<file path="src/rtl/mc_ctrl_pkg.sv">
// -----------------------------------------------------------------------------
// mc_ctrl_pkg
// Shared definitions for the multicycle ARMv4 main control FSM:
//   - state encodings (12 states, 4-bit)
//   - ALUSrcB / ResultSrc mux encodings
//   - instruction class (Op) codes
//   - packed Moore control word carried from the output decoder to the top
// -----------------------------------------------------------------------------
package mc_ctrl_pkg;

   typedef enum logic [3:0] {
      S_IDLE    = 4'd0,
      S_FETCH   = 4'd1,
      S_DECODE  = 4'd2,
      S_MEMADR  = 4'd3,
      S_MEMRD   = 4'd4,
      S_MEMWB   = 4'd5,
      S_MEMWR   = 4'd6,
      S_EXECR   = 4'd7,
      S_EXECI   = 4'd8,
      S_ALUWB   = 4'd9,
      S_BRANCH  = 4'd10,
      S_UNKNOWN = 4'd11
   } state_e;

   // ALUSrcB select
   localparam logic [1:0] SRCB_WDATA = 2'b00;
   localparam logic [1:0] SRCB_IMM   = 2'b01;
   localparam logic [1:0] SRCB_FOUR  = 2'b10;

   // ResultSrc select
   localparam logic [1:0] RES_ALUOUT = 2'b00;
   localparam logic [1:0] RES_RDATA  = 2'b01;
   localparam logic [1:0] RES_ALURES = 2'b10;

   // Instruction class, instruction bits [27:26]
   localparam logic [1:0] OP_DP  = 2'b00;
   localparam logic [1:0] OP_MEM = 2'b01;
   localparam logic [1:0] OP_BR  = 2'b10;
   localparam logic [1:0] OP_UND = 2'b11;

   // Moore control word, one entry per state
   typedef struct packed {
      logic       ir_write;
      logic       adr_src;
      logic       alu_src_a;
      logic [1:0] alu_src_b;
      logic       alu_op;
      logic [1:0] result_src;
      logic       next_pc;
      logic       reg_w;
      logic       mem_w;
      logic       branch;
      logic       instr_done;
      logic       illegal_op;
   } ctrl_t;

   localparam int CTRL_W = $bits(ctrl_t);

endpackage : mc_ctrl_pkg

</file>
<file path="src/rtl/mc_ctrl_decode.sv">
// -----------------------------------------------------------------------------
// mc_ctrl_decode
// Purely combinational Moore output table: current state -> control word.
// Any encoding that is not one of the 12 defined states yields an all-zero
// control word.
// Ports:
//   state_i  in  4       current FSM state encoding
//   ctrl_o   out CTRL_W  packed control word (layout: mc_ctrl_pkg::ctrl_t)
// -----------------------------------------------------------------------------
module mc_ctrl_decode
   import mc_ctrl_pkg::*;
(
   input  logic [3:0]        state_i,
   output logic [CTRL_W-1:0] ctrl_o
);

   ctrl_t c;

   always_comb begin
      c = '0;
      case (state_e'(state_i))
         S_FETCH: begin
            c.ir_write   = 1'b1;
            c.adr_src    = 1'b0;
            c.alu_src_a  = 1'b1;
            c.alu_src_b  = SRCB_FOUR;
            c.result_src = RES_ALURES;
            c.next_pc    = 1'b1;
         end
         S_DECODE: begin
            // PC+4 from FETCH plus another 4 gives the architectural PC+8
            c.alu_src_a  = 1'b1;
            c.alu_src_b  = SRCB_FOUR;
            c.result_src = RES_ALURES;
         end
         S_EXECR: begin
            c.alu_src_a  = 1'b0;
            c.alu_src_b  = SRCB_WDATA;
            c.alu_op     = 1'b1;
         end
         S_EXECI: begin
            c.alu_src_a  = 1'b0;
            c.alu_src_b  = SRCB_IMM;
            c.alu_op     = 1'b1;
         end
         S_ALUWB: begin
            c.result_src = RES_ALUOUT;
            c.reg_w      = 1'b1;
            c.instr_done = 1'b1;
         end
         S_MEMADR: begin
            c.alu_src_a  = 1'b0;
            c.alu_src_b  = SRCB_IMM;
         end
         S_MEMRD: begin
            c.adr_src    = 1'b1;
         end
         S_MEMWB: begin
            c.result_src = RES_RDATA;
            c.reg_w      = 1'b1;
            c.instr_done = 1'b1;
         end
         S_MEMWR: begin
            c.adr_src    = 1'b1;
            c.mem_w      = 1'b1;
            c.instr_done = 1'b1;
         end
         S_BRANCH: begin
            c.alu_src_a  = 1'b0;
            c.alu_src_b  = SRCB_IMM;
            c.result_src = RES_ALURES;
            c.branch     = 1'b1;
            c.instr_done = 1'b1;
         end
         S_UNKNOWN: begin
            c.illegal_op = 1'b1;
            c.instr_done = 1'b1;
         end
         default: c = '0;
      endcase
      ctrl_o = c;
   end

endmodule : mc_ctrl_decode

</file>
<file path="src/rtl/mc_main_fsm.sv">
// -----------------------------------------------------------------------------
// mc_main_fsm
// Main control state machine of the multicycle ARMv4 processor. Steps each
// instruction through fetch/decode/execute/memory/writeback and drives the
// datapath mux selects plus the raw NextPC/RegW/MemW/Branch strobes, which
// the downstream condition logic gates with CondEx.
//
// Optional feature macro: MC_MEM_WAIT_EN
//   defined   : mem_ready port exists; FETCH, MEMRD and MEMWR hold while
//               mem_ready=0. IRWrite/NextPC in FETCH and instr_done in MEMWR
//               fire only in the cycle mem_ready=1; MemW stays high while
//               MEMWR waits.
//   undefined : no mem_ready port, behaves as if mem_ready were tied to 1.
//
// Ports:
//   clk        in   1        rising-edge clock
//   reset      in   1        asynchronous reset, active low
//   Op         in   2        instruction bits [27:26]
//   Funct      in   6        instruction bits [25:20]; [5]=I, [0]=L/S
//   mem_ready  in   1        memory handshake (MC_MEM_WAIT_EN only)
//   IRWrite    out  1        load instruction register
//   AdrSrc     out  1        memory address: 0=PC, 1=ALUOut
//   ALUSrcA    out  1        0=register A, 1=PC
//   ALUSrcB    out  2        00=WriteData, 01=ExtImm, 10=constant 4
//   ALUOp      out  1        1=ALU decoder uses Funct, 0=ADD
//   ResultSrc  out  2        00=ALUOut, 01=ReadData, 10=ALUResult
//   NextPC     out  1        raw PC write strobe
//   RegW       out  1        raw register write strobe
//   MemW       out  1        raw memory write strobe
//   Branch     out  1        branch state, PC written if CondEx
//   instr_done out  1        pulse in the final state of each instruction
//   illegal_op out  1        pulse when Op==2'b11 is executed
//   state_dbg  out  STATE_W  current state encoding
// -----------------------------------------------------------------------------
module mc_main_fsm
   import mc_ctrl_pkg::*;
#(
   parameter int STATE_W = 4
) (
   input  logic               clk,
   input  logic               reset,
   input  logic [1:0]         Op,
   input  logic [5:0]         Funct,
`ifdef MC_MEM_WAIT_EN
   input  logic               mem_ready,
`endif
   output logic               IRWrite,
   output logic               AdrSrc,
   output logic               ALUSrcA,
   output logic [1:0]         ALUSrcB,
   output logic               ALUOp,
   output logic [1:0]         ResultSrc,
   output logic               NextPC,
   output logic               RegW,
   output logic               MemW,
   output logic               Branch,
   output logic               instr_done,
   output logic               illegal_op,
   output logic [STATE_W-1:0] state_dbg
);

   state_e              state_q;
   state_e              state_d;
   logic                rdy;
   logic                hold;
   logic [CTRL_W-1:0]   ctrl_vec;
   ctrl_t               ctrl;
   logic                unused_funct;

   // Only I (bit 5) and L/S (bit 0) steer the sequence; the rest goes to the
   // ALU decoder elsewhere.
   assign unused_funct = ^Funct[4:1];

`ifdef MC_MEM_WAIT_EN
   assign rdy = mem_ready;
`else
   assign rdy = 1'b1;
`endif

   // Cycles in which a memory-facing state is stalled on the handshake
   assign hold = ~rdy & ((state_q == S_FETCH) | (state_q == S_MEMWR));

   always_ff @(posedge clk or negedge reset) begin
      if (!reset) begin
         state_q <= S_IDLE;
      end else begin
         state_q <= state_d;
      end
   end

   always_comb begin
      state_d = S_IDLE;
      case (state_q)
         S_IDLE:    state_d = S_FETCH;
         S_FETCH:   state_d = rdy ? S_DECODE : S_FETCH;
         S_DECODE: begin
            case (Op)
               OP_DP:   state_d = Funct[5] ? S_EXECI : S_EXECR;
               OP_MEM:  state_d = S_MEMADR;
               OP_BR:   state_d = S_BRANCH;
               default: state_d = S_UNKNOWN;
            endcase
         end
         S_EXECR:   state_d = S_ALUWB;
         S_EXECI:   state_d = S_ALUWB;
         S_ALUWB:   state_d = S_FETCH;
         S_MEMADR:  state_d = Funct[0] ? S_MEMRD : S_MEMWR;
         S_MEMRD:   state_d = rdy ? S_MEMWB : S_MEMRD;
         S_MEMWB:   state_d = S_FETCH;
         S_MEMWR:   state_d = rdy ? S_FETCH : S_MEMWR;
         S_BRANCH:  state_d = S_FETCH;
         S_UNKNOWN: state_d = S_FETCH;
         // Encodings 12..15 recover through IDLE
         default:   state_d = S_IDLE;
      endcase
   end

   mc_ctrl_decode u_decode (
      .state_i (state_q),
      .ctrl_o  (ctrl_vec)
   );

   assign ctrl = ctrl_t'(ctrl_vec);

   // Handshake-qualified strobes: fire only in the cycle the access completes
   assign IRWrite    = ctrl.ir_write   & ~hold;
   assign NextPC     = ctrl.next_pc    & ~hold;
   assign instr_done = ctrl.instr_done & ~hold;

   assign AdrSrc     = ctrl.adr_src;
   assign ALUSrcA    = ctrl.alu_src_a;
   assign ALUSrcB    = ctrl.alu_src_b;
   assign ALUOp      = ctrl.alu_op;
   assign ResultSrc  = ctrl.result_src;
   assign RegW       = ctrl.reg_w;
   assign MemW       = ctrl.mem_w;
   assign Branch     = ctrl.branch;
   assign illegal_op = ctrl.illegal_op;
   assign state_dbg  = STATE_W'(state_q);

endmodule : mc_main_fsm
</file>
<file path="config.mk">
export PLATFORM = sky130hd
export DESIGN_NAME = mc_main_fsm
export DESIGN_NICKNAME = d
export VERILOG_FILES = /design/src/rtl/mc_ctrl_pkg.sv /design/src/rtl/mc_ctrl_decode.sv /design/src/rtl/mc_main_fsm.sv
export SDC_FILE = /design/constraint.sdc
export NUM_CORES = 1
export LEC_CHECK = 0
export ABC_CLOCK_PERIOD_IN_PS = 1700
export BUFFER_PORTS_ARGS = -buffer_cell sky130_fd_sc_hd__buf_2
export CORE_AREA = 2 2 39 41
export CTS_CLUSTER_DIAMETER = 150
export DETAILED_ROUTE_END_ITERATION = 8
export DIE_AREA = 0 0 41 43
export PLACE_DENSITY = 0.72
export SLEW_MARGIN = 10
export SYNTH_ARGS = -nofsm -noshare
export SYNTH_HDL_FRONTEND = slang
export SYNTH_HIERARCHICAL = 1
export SYNTH_SLANG_ARGS = --single-unit
</file>
<file path="constraint.sdc">
create_clock -name clk -period 1.7 [get_ports clk]
set_clock_uncertainty 0.1 [all_clocks]
set_input_delay 0.085 -clock clk [delete_from_list [all_inputs] [get_ports clk]]
set_output_delay 0.085 -clock clk [all_outputs]
set_load 0.02 [all_outputs]
</file>
=== Yosys cells after proc, flatten, opt, wreduce, memory -nomap -nowiden ===
Index checks and enable logic that the tools add are counted.

* Flip-flop bits (word level): 4
* Input port bits: 10
* Output and inout bits: 18
* Logic and storage cells: 38

* Eq/ne operators: 13
* Mux-type cells: 14
* Reduce and logical (&&, ||, !) cells: 10

{| class="wikitable"
|+ Operators by type and width
! kind !! number
|-
| 4-bit case mux with 6 select lines || 1
|-
| 4-bit by 3-bit == test with 1-bit output (second input constant) || 4
|-
| 4-bit == test (second input constant) || 4
|-
| 4-bit case mux with 3 select lines || 1
|-
| 4-bit by 2-bit == test with 1-bit output (second input constant) || 2
|-
| 1-bit 2-to-1 mux || 8
|-
| 2-bit OR reduction || 4
|-
| 3-bit case mux with 2 select lines || 1
|-
| 3-bit OR reduction || 2
|-
| 6-bit OR reduction || 1
|-
| 5-bit OR reduction || 1
|-
| 4-bit by 1-bit == test with 1-bit output (second input constant) || 1
|-
| 4-bit logical NOT || 1
|-
| 4-bit 2-to-1 mux || 1
|-
| 2-bit case mux with 2 select lines || 1
|-
| 2-bit by 1-bit == test with 1-bit output (second input constant) || 1
|-
| 2-bit == test (second input constant) || 1
|-
| 2-bit logical NOT || 1
|-
| 2-bit 2-to-1 mux || 1
|}

=== Logic depth before layout (Yosys ltp) ===
Gate-level depths: netlist of the first run.

* Depth in word-level cells: 3
* Mapped depth: 5
* Gate-level depth less buffers: 5

=== By module ===
The synthesis of the first run kept the hierarchy.

{| class="wikitable"
|+ By module, submodules not included
! module !! times used !! cells an instance !! area an instance (sq um) !! sequential area each (sq um)
|-
| mc_main_fsm || 1 || 31 || 314.1 || 100.1
|-
| mc_ctrl_decode || 1 || 25 || 152.6 || 0.0
|}

=== Worst setup path after synthesis of the first run ===
Ideal clock, no wire load.

* Kind: register to output
* From: register state_q[0], in the netlist state_dbg[0]
* To: output port ALUSrcA
* Arrival: 1.758 ns
* Required time: 1.515 ns
* Slack: -0.243 ns
* Stages on the path, launching flop included: 4
* Path buffers: 1
* Cell sequence: dfrtp_1 nand2b_2 a211oi_1 buf_4

* Word-level cells in the longest chain between the ends: 3
* Elaborated cells between the ends (all ways): 8
* Classes of those cells: eq/ne: 5; mux: 1; reduce/logical: 2

{| class="wikitable"
|+ Ends and longest elaborated chain
! what !! line !! source
|-
| from (decl) || mc_main_fsm.sv:62 || <nowiki>state_e state_q;</nowiki>
|-
| from (signal assigned) || mc_main_fsm.sv:87 || <nowiki>state_q <= state_d;</nowiki>
|-
| 4-bit == test (tied with other cells) || mc_ctrl_decode.sv:21 || <nowiki>case (state_e'(state_i))</nowiki>
|-
| 3-bit OR reduction (no source line) or 2-bit OR reduction (tied branches) || n/a ||
|-
| 3-bit case mux with 2 select lines * || mc_ctrl_decode.sv:21 ||
|-
| to (decl) || mc_main_fsm.sv:49 || <nowiki>output logic ALUSrcA,</nowiki>
|}

Mark *: on every way between the ends. The rest lies on a longest branch, timed or not.

=== Worst setup path in the final report of the first run ===
* From: register state_q[1], in the netlist state_dbg[1]
* To: output port ResultSrc[1]

* Word-level cells in the longest chain between the ends: 3
* Elaborated cells between the ends (all ways): 6
* Classes of those cells: eq/ne: 4; mux: 1; reduce/logical: 1

{| class="wikitable"
|+ Ends and longest elaborated chain
! what !! line !! source
|-
| 4-bit by 1-bit == test with 1-bit output (tied with other cells) || mc_ctrl_decode.sv:21 ||
|-
| 3-bit OR reduction (no source line) || n/a ||
|-
| 2-bit case mux with 2 select lines * || mc_ctrl_decode.sv:21 ||
|-
| to (decl) || mc_main_fsm.sv:52 || <nowiki>output logic [1:0] ResultSrc,</nowiki>
|}

Marks and branches as above.

==> summary.md, run 1 <==
| Metric | Value |
|---|---|
| Slowest CP cell | `dfrtp_2` |
| Post-Synth XOR/XNOR Area | `0.0188` |
| Die area | `0.00176 mm^2` |
| Mean Syn Cell Area | `8.33 um^2` |
| Core ar. | `0.00138 mm^2` |
| Routed vias | `501` |
| Switching share of power | `0.546` |
| Share of post-route cells with drive strength above 1 | `0.458` |
| Final setup fails | `0` |
| Root buffer selected by CTS | `clkbuf_4` |
| Req. time, crit path | `roughly 1.5 ns` |
| Fillers | `146` |
| Port Buf Inserts | `23` |
| Post-Syn Area | `467 um^2` |
| Clock sink total | `4` |
| Tot GR Track Use | `0.139` |
| DRC viols | `0` |
| Critical path buffer and inverter count | `1` |
| Synth top area cells | `dfrtp_1 (21%), a2111oi_4 (5.9%), ha_1 (5.4%)` |
| GPL Wtd Cong | `0.765` |
| Type of the worst setup path | `reg2out` |
| Switching pwr | `0.000740 W` |
| Num CTS Buffers | `3` |
| CTS tree | `yes` |
| First-pass GRT wire length | `1600 um` |
| CP arrival | `1.39 ns` |
| Period utilization | `0.927` |
| Ys async rst share | `1.00` |
| Remaining antenna violation count | `0` |
| Register area share after synthesis | `0.214` |
| Grt ovf | `0` |
| Distinct cell type count after synthesis | `31` |
| Rows | `14` |
| Flops & latches, synth | `4` |
| Synth Area in Compound Gates | `0.298` |
| Hold path startpoint | `Funct[0]` |
| Hold Fails Final Rpt | `0` |
| Multiplexer share of the synthesized area | `0` |
| Largest family of logic cells by synthesized area | `simple AND/OR/NAND/NOR gates` |
| Share of the synthesized area in the top cell type | `0.214` |
| Leakage power | `0.318 nW` |
| Critical path cell sequence | `or3b_1, a21oi_2, buf_2` |
| Slew Limit Fails | `0` |
| Worst setup margin | `0.124 ns` |
| Largest net degree at the start of global routing | `15` |
| Pre-CTS worst setup slack | `about 0.30 ns` |
| Vias in the first global route | `407` |
| R2R Setup Slk | `0.42 ns` |
| Synth Area in Simple Gates | `0.327` |
| Adder-Cell Fraction of Synth Area | `0.0536` |
| Max capacitance violation total | `0` |
| Worst-path clk slew | `roughly 0.040 ns` |
| Layout Area Growth over Synthesis | `37.8%` |
| Clock tree buffer depth | `2` |
| Max rail drop VDD | `0.674 mV` |
| Combinational power share | `0.729` |
| Total routed wirelength | `1060 um` |
| H-tree depth | `1` |
| Cell Int Power | `0.000616 W` |
| Final instance area | `643 um^2` |
| Syn_nets | `68` |
| Crit end category | `primary output` |
| Least-Margin Pin Slew | `about 0.29 ns` |
| HP Class | `in2reg` |
| Placed cell areas | `608 um^2` |
| Nets@finish | `97` |
| Hold EP | `state_dbg[1]` |
| ANT cells | `0` |
| Detail-routed net length per standard cell | `around 11 um` |
| Critical Path Max Stage Delay | `0.48 ns` |
| Fmax | `0.635 GHz` |
| Clk pwr share | `0.085` |
| Worst reg2reg startpoint | `state_dbg[0]` |
| Reg2reg path depth | `4` |
| Synth area leader | `dfrtp_1` |
| Crit path max fanout | `14` |
| RSZ-0062 raised after global routing | `false` |
| Post-synthesis cell count | `56` |
| Post-layout min period | `1.58 ns` |
| Primary FF master, synth | `dfrtp_1` |
| Via/cell ratio | `5.06` |
| R2R Path End | `state_dbg[3]` |
| Hold depth | `4` |
| Clock Latency Late Sink | `0.23 ns` |
| YS warnings | `6` |
| Width of the die | `41 um` |
| CP startpoint kind | `flop` |
| Die Ht | `around 43 um` |
| Ports | `28` |
| Seq pwr share | `0.186` |
| Drt pass-1 iters | `4` |
| Iteration-0 DRC Markers | `7` |
| Slew headroom | `0.806` |
| PD cells | `between 2000 and 2500 mW/mm^2` |
| DP Wirelength | `820 um` |
| Post-synth top cells | `nor2_1 (6), nand2_1 (5), dfrtp_1 (4), inv_1 (4), nand2b_1 (4)` |
| Starting density of the core | `0.337` |
| Most frequent cell after synthesis | `nor2_1` |
| Post-synth EDFFs | `0` |
| Top Family by Delay on Critical Path | `flip-flops` |
| Initial antenna violation count | `0` |
| Status | `finished, final reports clean` |
| Setup TNS | `0 ns` |
| Max reg flops | `4` |
-- cell families after synthesis --
| family | count (synthesis) |
|---|---|
| AOI/OAI and AO/OA | 16 |
| xor gates and xnor gates | 1 |
| adders and majority gates | 2 |
| buffers and inverters | 7 |
| DFF | 4 |
| and+or+nand+nor | 26 |
-- worst register-to-register path, stage by stage (launching register included) --
cell     delay [ns]
dfrtp_1        0.44
buf_4          0.20
nor4b_1        0.28
a31oi_1        0.07
o21ai_0        0.10
-- power by group through the flow --
stage	combinational, W	sequential, W	clock [W]
finish	0.000988	0.000252	0.000115
global route	0.00108	0.000269	0.000135
CTS	0.000996	0.000250	0.000121
detailed placement	0.000990	0.000251	0
global placement	0.000968	0.000249	0
floorplan	0.000659	0.000324	0
-- routing by layer --
metal	share of wire	vias to the layer above	global-route usage	wire length, um
met5	0	-	0	0
met4	0	0	0.100	0
met3	0.083	0	0.0471	88
met2	0.51	27	0.225	545
met1	0.40	218	0.137	428
li1	-	256	-	-
-- placed cells by master (no fill, tap or decap), drive strengths merged, types with 3 or more instances in the layout --
| master | instances |
|---|---|
| buf | 26 |
| nor2 | 6 |
| nand2 | 5 |
| nand2b | 5 |
| inv | 4 |
| nor2b | 4 |
| dfrtp | 4 |
| clkbuf | 3 |
| a21oi | 3 |
-- worst max path at each step --
stage,to,from,cells past startpoint
after global placement,ResultSrc[1],state_dbg[1],3
after floorplan,ALUSrcA,state_dbg[0],3
final,ResultSrc[1],state_dbg[1],3
after CTS,ResultSrc[1],state_dbg[1],3
after global routing,ALUSrcB[1],state_dbg[1],3
after detailed placement,ResultSrc[1],state_dbg[1],3
-- per-stage QoR --
stage          instances  utilization  power [W]  hold WS, ns
2_1_floorplan         56            -   0.000983       -0.311
3_3_place_gp          95        0.439    0.00122       -0.212
3_5_place_dp          95        0.439    0.00124       -0.210
4_1_cts               99        0.463    0.00137       0.0111
5_1_grt               99        0.465    0.00148       0.0208
6_report              99        0.465    0.00136       0.0144
-- final cells by class --
type,instances,area [um^2],area share
Clock buffer,3,22.5,0.0350
Multi-Input combinational cell,45,335,0.521
Sequential cell,4,103,0.160
Tap cell,16,20.0,0.0311
Timing Repair Buffer,27,148,0.230
Inverter,4,15.0,0.0233
-- repair_timing --
item | 4_1_cts | 5_1_grt
gates resized for setup | 0 | 2
hold buffers | 1 | 0
buffers inserted | 0 | 0
setup endpoints to repair | 0 | 4
endpoints found under the hold margin | 4 | 0
Note: power is estimated with default switching activity, not from simulation.
==> run 2: changes to the inputs <==
--- a/config.mk
+++ b/config.mk
@@ -5,6 +5,7 @@
 export SDC_FILE = /design/constraint.sdc
 export NUM_CORES = 1
 export LEC_CHECK = 0
+export ABC_AREA = 1
 export ABC_CLOCK_PERIOD_IN_PS = 1700
 export BUFFER_PORTS_ARGS = -buffer_cell sky130_fd_sc_hd__buf_2
 export CORE_AREA = 2 2 39 41
==> run 2 against run 1 <==
Critical path type unchanged. Highest routed layer unchanged. Global-route usage shrank 1.6 points. Combinational power is 19% lower. Power is 15% lower. Core utilization fell by 1.4 points. Clock power is essentially flat.
==> summary.md, run 2 <==
| Metric | Value |
|---|---|
| Critical path cell sequence | `inv_1, nand2_1, nand2_1, nand2_1, nand2_1, buf_2 (was or3b_1, a21oi_2, buf_2)` |
| Period utilization | `0.893 (was 0.927)` |
| R2R Setup Slk | `0.53 ns (was 0.42 ns)` |
| Most common cell after layout, fill and taps aside | `nand2_1 (was buf_2)` |
| H-tree depth | `1 (unchanged)` |
| Status | `finished, final reports clean (unchanged)` |
| Total power | `0.00115 W (was 0.00136 W)` |
| Pre-CTS worst setup slack | `0.430 ns (was 0.301 ns)` |
| Type of the worst setup path | `reg2out (unchanged)` |
| Primary FF master, synth | `dfrtp_1 (unchanged)` |
| Most frequent cell after synthesis | `nand2_1 (was nor2_1)` |
| Leading cell types in the layout, fill and taps excluded | `nand2_1 (30), buf_2 (23), inv_1 (14) (was buf_2 (23), nor2_1 (6), nand2_1 (5))` |
| Distinct cell type count after synthesis | `14 (was 31)` |
| Width of the die | `41 um (unchanged)` |
| Global routing usage on met1 | `0.150 (was 0.137)` |
| Crit end category | `primary output (unchanged)` |
| Max rail drop VDD | `0.969 mV (was 0.674 mV)` |
| Root buffer selected by CTS | `clkbuf_4 (unchanged)` |
| Port Buf Inserts | `23 (unchanged)` |
| Hold Fails Final Rpt | `0 (unchanged)` |
| Least-Margin Pin Slew | `0.402 ns (was 0.291 ns)` |
| ANT cells | `0 (unchanged)` |
| GR met2 Demand/Resource | `0.200 (was 0.225)` |
| Flops & latches, synth | `4 (unchanged)` |
| Switching pwr | `0.000682 W (was 0.000740 W)` |
| First-pass GRT wire length | `1500 um (was 1600 um)` |
| Final setup fails | `0 (unchanged)` |
| Via/cell ratio | `4.31 (was 5.06)` |
| Synth area leader | `nand2_1 (was dfrtp_1)` |
| Starting density of the core | `0.340 (was 0.337)` |
| DRC viols | `0 (unchanged)` |
| Syn_nets | `97 (was 68)` |
| Detail-routed net length per standard cell | `7.73 um (was 10.7 um)` |
| Largest net degree at the start of global routing | `13 (was 15)` |
| Iteration-0 DRC Markers | `7 (unchanged)` |
| Slowest CP cell | `dfrtp_1 (was dfrtp_2)` |
| Leakage power | `0.416 nW (was 0.318 nW)` |
| Layout Area Growth over Synthesis | `32.4% (was 37.8%)` |
| Post-synth top cells | `nand2_1 (30), inv_1 (14), nor2_1 (12) (was nor2_1 (6), nand2_1 (5), dfrtp_1 (4), inv_1 (4), nand2b_1 (4))` |
| Drt pass-1 iters | `4 (unchanged)` |
| Combinational power share | `0.690 (was 0.729)` |
| CP startpoint kind | `flop (unchanged)` |
| Slew Limit Fails | `0 (unchanged)` |
| Max capacitance violation total | `0 (unchanged)` |
| Crit path launch | `state_dbg[3] (was state_dbg[1])` |
| Worst reg2reg startpoint | `state_dbg[0] (unchanged)` |
| Nets@finish | `124 (was 97)` |
| Worst setup margin | `0.183 ns (was 0.124 ns)` |
| CTS tree | `yes (unchanged)` |
| Num CTS Buffers | `3 (unchanged)` |
| HP Class | `in2reg (unchanged)` |
| CP most frequent cell | `nand2_1` |
| Synth top area cells | `nand2_1 (24%), dfrtp_1 (21%), inv_1 (11%) (was dfrtp_1 (21%), a2111oi_4 (5.9%), ha_1 (5.4%))` |
| Seq pwr share | `0.212 (was 0.186)` |
| GPL Wtd Cong | `0.712 (was 0.765)` |
| PD cells | `1850 mW/mm^2 (was 2110 mW/mm^2)` |
| Vias in the first global route | `408 (was 407)` |
| CP arrival | `1.33 ns (was 1.39 ns)` |
| Crit path max fanout | `8 (was 14)` |
| Ports | `28 (unchanged)` |
| Tot GR Track Use | `0.123 (was 0.139)` |
| Met3 GRT Util | `0.0628 (was 0.0471)` |
| Critical Path Max Stage Delay | `0.51 ns (was 0.48 ns)` |
| Post-synth EDFFs | `0 (unchanged)` |
| Initial antenna violation count | `0 (unchanged)` |
| Core ar. | `0.00138 mm^2 (unchanged)` |
| Remaining antenna violation count | `0 (unchanged)` |
| Mean Syn Cell Area | `5.53 um^2 (was 8.33 um^2)` |
| Worst-path clk slew | `0.04 ns (about the same)` |
| Fmax | `0.659 GHz (was 0.635 GHz)` |
| Clk pwr share | `0.098 (was 0.085)` |
| Share of the synthesized area in the top cell type | `0.239 (was 0.214)` |
| Slew headroom | `0.732 (was 0.806)` |
| Register area share after synthesis | `0.213 (was 0.214)` |
| Max reg flops | `4 (unchanged)` |
| YS warnings | `6 (unchanged)` |
| Die area | `0.00176 mm^2 (unchanged)` |
| Share of post-route cells with drive strength above 1 | `0.336 (was 0.458)` |
| Post-layout min period | `1.52 ns (was 1.58 ns)` |
| Worst setup path end | `instr_done (was ResultSrc[1])` |
| DP Wirelength | `816 um (was 820 um)` |
| RSZ-0062 raised after global routing | `false (unchanged)` |
| Req. time, crit path | `1.51 ns (about the same)` |
| Ys async rst share | `1.00 (unchanged)` |
| Post-Syn Area | `470 um^2 (was 467 um^2)` |
| Rows | `14 (unchanged)` |
| Setup TNS | `0 ns (unchanged)` |
| Clock tree buffer depth | `2 (unchanged)` |
| R2R Path End | `state_dbg[3] (unchanged)` |
| Clock sink total | `4 (unchanged)` |
| Post-synthesis cell count | `85 (was 56)` |
| Grt ovf | `0 (unchanged)` |
| Cell Int Power | `0.000472 W (was 0.000616 W)` |
| Total routed wirelength | `974 um (was 1060 um)` |
| Die Ht | `43 um (unchanged)` |
| Routed vias | `543 (was 501)` |
| Most Crowded Layer GR | `met2 (unchanged)` |
| Clock Latency Late Sink | `0.23 ns (about the same)` |
| Switching share of power | `0.591 (was 0.546)` |
| Reg2reg path depth | `5 (was 4)` |
| Post-CTS sizing | `0 (unchanged)` |
run 2: cell type report:
| type | instances | area [um^2] |
|---|---|---|
| Timing Repair Buffer | 24 | 125 |
| Multi-Input combinational cell | 63 | 295 |
| Fill cell | 161 | 761 |
| Tap cell | 16 | 20.0 |
| Sequential cell | 4 | 100 |
| Clock buffer | 3 | 22.5 |
| Inverter | 16 | 60.1 |
run 2: timing repair:
item                                    CTS  global route
hold buffers                              1             0
setup buffers                             0             0
endpoints found under the setup margin    0             0
hold endpoints to repair                  4             0
run 2: worst min-delay path by stage:
stage                        start      endpoint  slack, ns  cells past startpoint
after CTS                 Funct[0]  state_dbg[1]       0.03                      4
after detailed placement     reset  state_dbg[3]      -0.21                      1
final                     Funct[0]  state_dbg[1]       0.04                      4
after global placement       reset  state_dbg[2]      -0.21                      1
after global routing      Funct[0]  state_dbg[1]       0.04                      4
after floorplan              reset  state_dbg[0]      -0.31                      0
run 2: power groups by stage:
stage / Combinational (W) / Clock, W / Sequential [W]
final: 0.000796 / 0.000114 / 0.000245
after floorplan: 0.000578 / 0 / 0.000270
after global routing: 0.000901 / 0.000124 / 0.000260
after detailed placement: 0.000798 / 0 / 0.000247
after CTS: 0.000802 / 0.000119 / 0.000245
after global placement: 0.000794 / 0 / 0.000245
run 2: cells by family after synthesis:
family / after synthesis / synth area share
AO/OA/AOI/OAI: 4 / 0.0425
adder cells (fa/ha/maj): 2 / 0.0532
buffers and inverters: 18 / 0.160
flip-flops: 4 / 0.213
AND/OR/NAND/NOR: 57 / 0.532
run 2: metal layers:
layer / vias up / routed length [um]
met5: - / 0
met4: 0 / 0
met3: 0 / 105
met2: 26 / 408
met1: 213 / 460
li1: 304 / -
run 2: worst max-delay path, delay by kind of cell, from the launching register on:
family / cells / cell delay (ns)
DFF: 1 / 0.51
and+or+nand+nor: 4 / 0.32
buffers and inverters: 2 / 0.27
run 2: through the flow:
stage | hold slack (ns) | util | area [um^2] | cells
finish | 0.0368 | 0.450 | 623 | 126
global route | 0.0448 | 0.450 | 623 | 126
CTS | 0.0332 | 0.450 | 623 | 126
detailed placement | -0.209 | 0.427 | 591 | 122
global placement | -0.209 | 0.427 | 591 | 122
floorplan | -0.311 | - | 470 | 85
